===== config.mk =====
export PLATFORM = sky130hd
export DESIGN_NAME = rmii_rx
export DESIGN_NICKNAME = d
export VERILOG_FILES = /design/src/rtl/eth_pkg.sv /design/src/rtl/crc32_d8.sv /design/src/rtl/rmii_rx.sv
export SDC_FILE = /design/constraint.sdc
export NUM_CORES = 1
export LEC_CHECK = 0
export CAP_MARGIN = 20
export CORE_AREA = 5 5 93 95
export DETAILED_ROUTE_END_ITERATION = 8
export DIE_AREA = 0 0 98 100
export SYNTH_ARGS = -nofsm -noshare
export SYNTH_HDL_FRONTEND = slang
export SYNTH_SLANG_ARGS = --single-unit

===== constraint.sdc =====
create_clock -name clk -period 2.2 [get_ports clk]
set_input_delay 0.33 -clock clk [delete_from_list [all_inputs] [get_ports clk]]
set_output_delay 0.33 -clock clk [all_outputs]
set_load 0.1 [all_outputs]

===== src/rtl/eth_pkg.sv =====
// Shared Ethernet receive definitions: line-code dibits, CRC-32 constants,
// receive FSM state type and a bit-reverse helper.
package eth_pkg;

    // Preamble bytes (0x55) arrive as dibit 01; the SFD (0xD5) ends in dibit 11.
    localparam logic [1:0]  ETH_PREAMBLE_DIBIT = 2'b01;
    localparam logic [1:0]  ETH_SFD_DIBIT      = 2'b11;

    // CRC-32 in normal (MSB-first) notation; the residue is the value left
    // over a frame whose FCS is intact.
    localparam logic [31:0] CRC32_POLY    = 32'h04C11DB7;
    localparam logic [31:0] CRC32_INIT    = 32'hFFFFFFFF;
    localparam logic [31:0] CRC32_RESIDUE = 32'hC704DD7B;

    typedef enum logic [1:0] {
        ST_IDLE     = 2'd0,
        ST_PREAMBLE = 2'd1,
        ST_DATA     = 2'd2,
        ST_DROP     = 2'd3
    } rx_state_e;

    // Converts between reflected (LSB-first) and normal CRC notation.
    function automatic logic [31:0] bitrev32(input logic [31:0] v);
        logic [31:0] r;
        for (int i = 0; i < 32; i++) begin
            r[i] = v[31 - i];
        end
        return r;
    endfunction

endpackage


===== src/rtl/crc32_d8.sv =====
// Byte-wide reflected CRC-32 accumulator. clr_i reloads the initial value,
// en_i folds data_i in LSB first. crc_o is the raw (reflected) register.
module crc32_d8
    import eth_pkg::*;
(
    input  logic        clk,
    input  logic        rst,
    input  logic        clr_i,
    input  logic        en_i,
    input  logic [7:0]  data_i,
    output logic [31:0] crc_o
);

    localparam logic [31:0] POLY_REFL = bitrev32(CRC32_POLY);

    logic [31:0] crc_q;
    logic [31:0] crc_d;

    // Next CRC: clear, or eight serial LSB-first steps of the reflected LFSR.
    always_comb begin
        crc_d = crc_q;
        if (clr_i) begin
            crc_d = CRC32_INIT;
        end else if (en_i) begin
            for (int i = 0; i < 8; i++) begin
                if (crc_d[0] ^ data_i[i]) begin
                    crc_d = (crc_d >> 1) ^ POLY_REFL;
                end else begin
                    crc_d = crc_d >> 1;
                end
            end
        end
    end

    // CRC state register.
    always_ff @(posedge clk) begin
        if (rst) begin
            crc_q <= CRC32_INIT;
        end else begin
            crc_q <= crc_d;
        end
    end

    assign crc_o = crc_q;

endmodule


===== src/rtl/rmii_rx.sv =====
// RMII receive framer: strips preamble/SFD, assembles dibits into bytes and
// streams them out one byte-time behind, flagging the last byte and errors.
// Optional FCS checking is built when RMII_RX_CRC_CHECK_EN is defined.
//
// CRS_DV may toggle near the end of a frame while data is still valid, so a
// dibit sampled with crsdv low is parked and only taken as data once crsdv
// is seen high again; two consecutive low samples end the frame and the
// parked dibit is discarded.
module rmii_rx
    import eth_pkg::*;
#(
    parameter int MAX_FRAME_BYTES = 1522
) (
    input  logic        clk,
    input  logic        rst,
    input  logic [1:0]  eth_rxd,
    input  logic        eth_crsdv,
    input  logic        eth_rxerr,
    output logic [7:0]  rx_data,
    output logic        rx_valid,
    output logic        rx_last,
    output logic        rx_err,
    output logic [15:0] rx_frame_cnt
);

    localparam int                BCNT_W   = $clog2(MAX_FRAME_BYTES + 2);
    localparam logic [BCNT_W-1:0] BCNT_MAX = BCNT_W'(MAX_FRAME_BYTES);

    // Registered PHY inputs plus the previous sample (crs_p_q low means the
    // dibit in rxd_p_q is parked).
    logic [1:0]  rxd_q, rxd_p_q;
    logic        crs_q, crs_p_q, rxerr_q;

    rx_state_e   state_q, state_d;
    logic [7:0]  sh_q, sh_d;
    logic [1:0]  dcnt_q, dcnt_d;
    logic [BCNT_W-1:0] bcnt_q, bcnt_d;
    logic [7:0]  hold_q, hold_d;
    logic        hold_vld_q, hold_vld_d;
    logic        err_flag_q, err_flag_d;

    logic [7:0]  rx_data_q, rx_data_d;
    logic        rx_valid_q, rx_valid_d;
    logic        rx_last_q, rx_last_d;
    logic        rx_err_q, rx_err_d;
    logic [15:0] frame_cnt_q, frame_cnt_d;

    logic        byte_done;
    logic [7:0]  byte_val;
    logic        err_any;
    logic        crc_clr;
    logic        crc_en;
    logic        crc_bad;

`ifdef RMII_RX_CRC_CHECK_EN
    logic [31:0] crc_val;

    crc32_d8 u_crc (
        .clk    (clk),
        .rst    (rst),
        .clr_i  (crc_clr),
        .en_i   (crc_en),
        .data_i (byte_val),
        .crc_o  (crc_val)
    );

    assign crc_bad = (bitrev32(crc_val) != CRC32_RESIDUE);
`else
    logic unused_crc;
    assign unused_crc = crc_clr ^ crc_en;
    assign crc_bad    = 1'b0;
`endif

    // Input sampling: control-type inputs are reset, the data dibits are not.
    always_ff @(posedge clk) begin
        if (rst) begin
            crs_q   <= 1'b0;
            crs_p_q <= 1'b0;
            rxerr_q <= 1'b0;
        end else begin
            crs_q   <= eth_crsdv;
            crs_p_q <= crs_q;
            rxerr_q <= eth_rxerr;
        end
        rxd_q   <= eth_rxd;
        rxd_p_q <= rxd_q;
    end

    // Next-state and output decode for the receive FSM.
    always_comb begin
        state_d     = state_q;
        sh_d        = sh_q;
        dcnt_d      = dcnt_q;
        bcnt_d      = bcnt_q;
        hold_d      = hold_q;
        hold_vld_d  = hold_vld_q;
        err_flag_d  = err_flag_q;
        rx_data_d   = rx_data_q;
        rx_valid_d  = 1'b0;
        rx_last_d   = 1'b0;
        rx_err_d    = 1'b0;
        frame_cnt_d = frame_cnt_q;
        byte_done   = 1'b0;
        byte_val    = sh_q;
        err_any     = err_flag_q | rxerr_q;
        crc_clr     = 1'b0;
        crc_en      = 1'b0;

        case (state_q)
            ST_IDLE: begin
                if (crs_q && (rxd_q == ETH_PREAMBLE_DIBIT)) begin
                    state_d = ST_PREAMBLE;
                end
            end

            ST_PREAMBLE: begin
                if (!crs_q) begin
                    state_d = ST_IDLE;
                end else if (rxd_q == ETH_SFD_DIBIT) begin
                    state_d    = ST_DATA;
                    dcnt_d     = 2'd0;
                    bcnt_d     = '0;
                    hold_vld_d = 1'b0;
                    err_flag_d = 1'b0;
                    crc_clr    = 1'b1;
                end else if (rxd_q != ETH_PREAMBLE_DIBIT) begin
                    state_d = ST_IDLE;
                end
            end

            ST_DATA: begin
                err_flag_d = err_any;
                if (!crs_q && !crs_p_q) begin
                    // End of frame: flush the held byte as the last one.
                    state_d    = ST_IDLE;
                    hold_vld_d = 1'b0;
                    if (hold_vld_q) begin
                        rx_valid_d = 1'b1;
                        rx_last_d  = 1'b1;
                        rx_data_d  = hold_q;
                        rx_err_d   = err_any | (dcnt_q != 2'd0) | crc_bad;
                    end
                end else if (crs_q) begin
                    if (!crs_p_q) begin
                        // Parked dibit and current dibit enter together.
                        sh_d      = {rxd_q, rxd_p_q, sh_q[7:4]};
                        dcnt_d    = dcnt_q + 2'd2;
                        byte_done = dcnt_q[1];
                        byte_val  = dcnt_q[0] ? {rxd_p_q, sh_q[7:2]} : sh_d;
                    end else begin
                        sh_d      = {rxd_q, sh_q[7:2]};
                        dcnt_d    = dcnt_q + 2'd1;
                        byte_done = (dcnt_q == 2'd3);
                        byte_val  = sh_d;
                    end

                    if (byte_done) begin
                        bcnt_d = bcnt_q + BCNT_W'(1);
                        if (bcnt_q == BCNT_MAX) begin
                            // Oversize: close the frame on the held byte.
                            state_d    = ST_DROP;
                            hold_vld_d = 1'b0;
                            rx_valid_d = hold_vld_q;
                            rx_last_d  = hold_vld_q;
                            rx_err_d   = hold_vld_q;
                            rx_data_d  = hold_q;
                        end else begin
                            if (hold_vld_q) begin
                                rx_valid_d = 1'b1;
                                rx_data_d  = hold_q;
                            end
                            hold_d     = byte_val;
                            hold_vld_d = 1'b1;
                            crc_en     = 1'b1;
                        end
                    end
                end
            end

            ST_DROP: begin
                if (!crs_q && !crs_p_q) begin
                    state_d = ST_IDLE;
                end
            end

            default: state_d = ST_IDLE;
        endcase

        if (rx_last_d && !rx_err_d) begin
            frame_cnt_d = frame_cnt_q + 16'd1;
        end
    end

    // Control state and output registers.
    always_ff @(posedge clk) begin
        if (rst) begin
            state_q     <= ST_IDLE;
            dcnt_q      <= 2'd0;
            bcnt_q      <= '0;
            hold_vld_q  <= 1'b0;
            err_flag_q  <= 1'b0;
            rx_data_q   <= 8'd0;
            rx_valid_q  <= 1'b0;
            rx_last_q   <= 1'b0;
            rx_err_q    <= 1'b0;
            frame_cnt_q <= 16'd0;
        end else begin
            state_q     <= state_d;
            dcnt_q      <= dcnt_d;
            bcnt_q      <= bcnt_d;
            hold_vld_q  <= hold_vld_d;
            err_flag_q  <= err_flag_d;
            rx_data_q   <= rx_data_d;
            rx_valid_q  <= rx_valid_d;
            rx_last_q   <= rx_last_d;
            rx_err_q    <= rx_err_d;
            frame_cnt_q <= frame_cnt_d;
        end
    end

    // Byte assembly data path; qualified by dcnt_q/hold_vld_q so no reset.
    always_ff @(posedge clk) begin
        sh_q   <= sh_d;
        hold_q <= hold_d;
    end

    assign rx_data      = rx_data_q;
    assign rx_valid     = rx_valid_q;
    assign rx_last      = rx_last_q;
    assign rx_err       = rx_err_q;
    assign rx_frame_cnt = frame_cnt_q;

endmodule


==> flow_metrics.py <==
metrics = {
    "outcome": {
        "status": "finished, final reports clean",
    },
    "timing": {
        "hold_violations": 0,
        "setup_viol": 0,
        "period_share_pct": 88.4,
        "slew_violations": 0,
        "fmax_mhz": 514,
        "fin_hold_ws_ns": 0.401,
        "timing.final.crit_period_ns": 1.95,
        "rsz0062_at_grt": "no",
        "tightestPinTransition_ns": 0.501,
        "finalSetupTns_ns": 0,
        "setup_ws_ns": 0.255,
        "max_slew_margin_pct": 66.5,
        "skew_ns": 0.0111,
    },
    "global_route": {
        "grt_first_pass_wirelength_um": 10600,
        "grt_pass1_vias": 2158,
        "grt_max_degree": 23,
        "antenna_found_initial": 0,
        "grt_usage_pct": 13.4,
        "grt_overflow": 0,
    },
    "pwr": {
        "p_leak_nw": 1.28,
        "p_per_area_mw_per_mm2": 691,
        "max-vdd-ir-drop_mv": 0.294,
    },
    "drt": {
        "wl_per_cell_um": 14.1,
        "drc_errors": 0,
        "num_vias": 2351,
        "viasPerCell": 5.27,
        "drt_iter0_markers": 85,
        "postRouteAntennaNets": 0,
        "drt-total-wl_um": 6290,
        "first_pass_iters": 4,
    },
    "die": {
        "dieArea_mm2": 0.00980,
        "initial_utilization_pct": 39.3,
        "rows": 32,
        "die_w_um": 98,
        "die_h_um": 100,
        "num_io_pins": 33,
        "core_mm2": 0.00765,
    },
    "synth": {
        "synthTopCellsByCount": "51 x dfxtp_1, 25 x a21oi_1, 22 x nand2b_1, 16 x mux2_2",
        "yosys.cell_types.count": 45,
        "synth_nets": 309,
        "synthXorXnorAreaFrac_pct": 0.291,
        "yosysTopAreaCellShare_pct": 33.9,
        "synth-async-reset-ratio_pct": 0,
        "synth_edf_count": 14,
        "synthMuxAreaShare_pct": 8.98,
        "ys.flop_type": "dfxtp_1",
        "synth_simple_gate_area_share_pct": 24.3,
        "synth_most_common_cell": "dfxtp_1",
        "synth_area_leaders": "dfxtp_1 34%, edfxtp_1 14%, mux2_2 6.0%",
        "yosysWarnings": 0,
        "synth_top_area_cell": "dfxtp_1",
        "synth_seq_cells": 65,
        "synth_area_mm2": 0.00301,
        "syn_area_per_cell_um2": 10.1,
        "synthAdderAreaFrac_pct": 2.08,
        "netlist_instances": 298,
        "ys_seq_area_share_pct": 47.9,
        "synth_compound_area_share_pct": 13.1,
        "synth_top_family_by_area": "simple AND/OR/NAND/NOR gates",
    },
    "placed_design": {
        "dp.cells": 430,
        "dp_hpwl_um": 4470,
        "finalWeightedCongestion": 0.840,
        "port_buffers": 32,
        "dpl_worst_slack_ns": 0.193,
        "dpl_cell_area_mm2": 0.00342,
    },
    "setup_path": {
        "r2r_setup_slack_ns": 0.25,
        "worstPathArrival_ns": 2.21,
        "path_class": "reg2reg",
        "reg2reg_from": "crs_q$_SDFF_PP0_",
        "reg2reg_depth": 5,
        "max_stage_delay_ns": 0.64,
        "crit_slowest_cell": "dfxtp_1",
        "start_kind": "flop",
        "worstPathCellList": "and2_1 > a22oi_1 > buf_4 > or4_1 > a21oi_1",
        "cp.required_ns": 2.46,
        "reg2reg_to": "bcnt_q[3]$_SDFFE_PP0P_",
        "cp-end-kind": "flop",
        "critPathMaxFanout": 18,
    },
    "cells_and_area": {
        "nets": 350,
        "fin_cells": 446,
        "num-fill-cells": 731,
        "area_growth_pct": 21.8,
        "n_antenna_cell": 0,
        "drive_gt1_share_pct": 24.4,
        "fin_area_mm2": 0.00367,
    },
    "hold_path": {
        "hp-class": "reg2reg",
        "holdPathStages": 0,
        "worstHoldStart": "rxd_q[0]$_DFF_P_",
        "hold_end": "rxd_p_q[0]$_DFF_P_",
    },
    "clock_tree": {
        "clkLatencyLatePin_ns": 0.34,
        "cts_resized": 0,
        "h-tree-depth": 3,
        "postCtsHoldBufs": 0,
        "cts_tree": "yes",
        "numCtsBuffers": 9,
        "cts_sinks": 65,
        "clockRootBuffer": "clkbuf_8",
        "cts_buffer_depth": 2,
        "post_cts_buffers": 0,
        "clkTransAtPathRegs_ns": 0.07,
    },
    "flow_run": {
        "max-cap-violations": 0,
    },
}
==> logic make-up after synthesis <==
group | count (synthesis)
adders and majority gates | 5
buffers and inverters | 22
DFF | 65
AOI/OAI and AO/OA | 61
and+or+nand+nor | 119
muxes | 25
xor gates and xnor gates | 1
==> per-stage QoR <==
step                      util, %  total power, W
after floorplan                 -         0.00131
after global placement       44.7         0.00134
after detailed placement     44.7         0.00134
after CTS                    47.9         0.00257
after global routing         47.9         0.00265
final                        47.9         0.00253
==> power breakdown <==
group	switching (W)	internal, W	total (W)	leakage, nW
combinational	0.0000376	0.0000384	0.0000761	0.627
sequential	0.0000111	0.00122	0.00123	0.542
clock	0.000471	0.000752	0.00122	0.114
==> cells in the final DEF, fill, tap and decap left out, types with 2 or more instances in the layout <==
| master | count |
|---|---|
| nor3b_1 | 2 |
| dfxtp_1 | 45 |
| o31ai_1 | 15 |
| nor4b_1 | 2 |
| edfxtp_1 | 14 |
| and3b_1 | 2 |
| bufinv_16 | 3 |
| a21oi_1 | 25 |
| a31o_2 | 2 |
| nand2_1 | 13 |
| buf_4 | 39 |
| nand4_1 | 8 |
| nor3_1 | 6 |
| nor2_1 | 12 |
| nand3_1 | 8 |
| ha_1 | 5 |
| or3_1 | 5 |
| and3_1 | 5 |
| a211oi_1 | 2 |
| and4_1 | 2 |
| clkinvlp_4 | 2 |
| a311oi_1 | 2 |
| mux2i_1 | 9 |
| o21ai_0 | 6 |
| dfxtp_2 | 6 |
| mux2_2 | 16 |
| inv_1 | 8 |
| clkdlybuf4s50_1 | 5 |
| nand2b_1 | 22 |
| and2_1 | 4 |
| or4_1 | 15 |
| clkbuf_8 | 9 |
| nor2b_1 | 7 |
| a22oi_1 | 2 |
==> critical path, delay by kind of cell (launching register included) <==
kind / cells / cell delay (ns)
compound gates: 2 / 0.23
buf+inv: 1 / 0.22
flops: 1 / 0.64
simple gates: 2 / 0.78
==> worst max-delay path by stage <==
stage / start / to / depth (start not counted)
floorplan: rx_frame_cnt[6]$_SDFFE_PP0P_ / rx_frame_cnt[15]$_SDFFE_PP0P_ / 4
global placement: state_q[1]$_SDFFE_PP0P_ / rx_frame_cnt[4]$_SDFFE_PP0P_ / 4
detailed placement: state_q[1]$_SDFFE_PP0P_ / rx_frame_cnt[4]$_SDFFE_PP0P_ / 4
CTS: state_q[1]$_SDFFE_PP0P_ / rx_frame_cnt[4]$_SDFFE_PP0P_ / 4
global route: crs_q$_SDFF_PP0_ / rx_data[7]$_SDFFE_PP0P_ / 5
finish: crs_q$_SDFF_PP0_ / bcnt_q[3]$_SDFFE_PP0P_ / 5
==> metal layers <==
layer | global-route usage, % | part of all wire, %
met4 | 4.69 | 1.3
met3 | 4.86 | 4.6
met5 | 0 | 0
met2 | 19.2 | 43
met1 | 18.5 | 51
==> final cells by class <==
cell class | instances | area [um2] | share of cell area [%]
Timing Repair Buffer | 44 | 343 | 9.35
Tap cell | 102 | 128 | 3.48
Multi-Input combinational cell | 211 | 1480 | 40.2
Inverter | 8 | 30.0 | 0.819
Clock inverter | 7 | 118 | 3.21
Sequential cell | 65 | 1450 | 39.5
Clock buffer | 9 | 124 | 3.38
==> flip-flops by register name, indices dropped and copies added (netlist names), 2 cells and up <==
register / count
rx_data: 8
state_q: 2
rxd_p_q: 2
rxd_q: 2
dcnt_q: 2
hold_q: 8
rx_frame_cnt: 16
bcnt_q: 11
sh_q: 6
No activity file was read; power rests on OpenSTA's default activity.
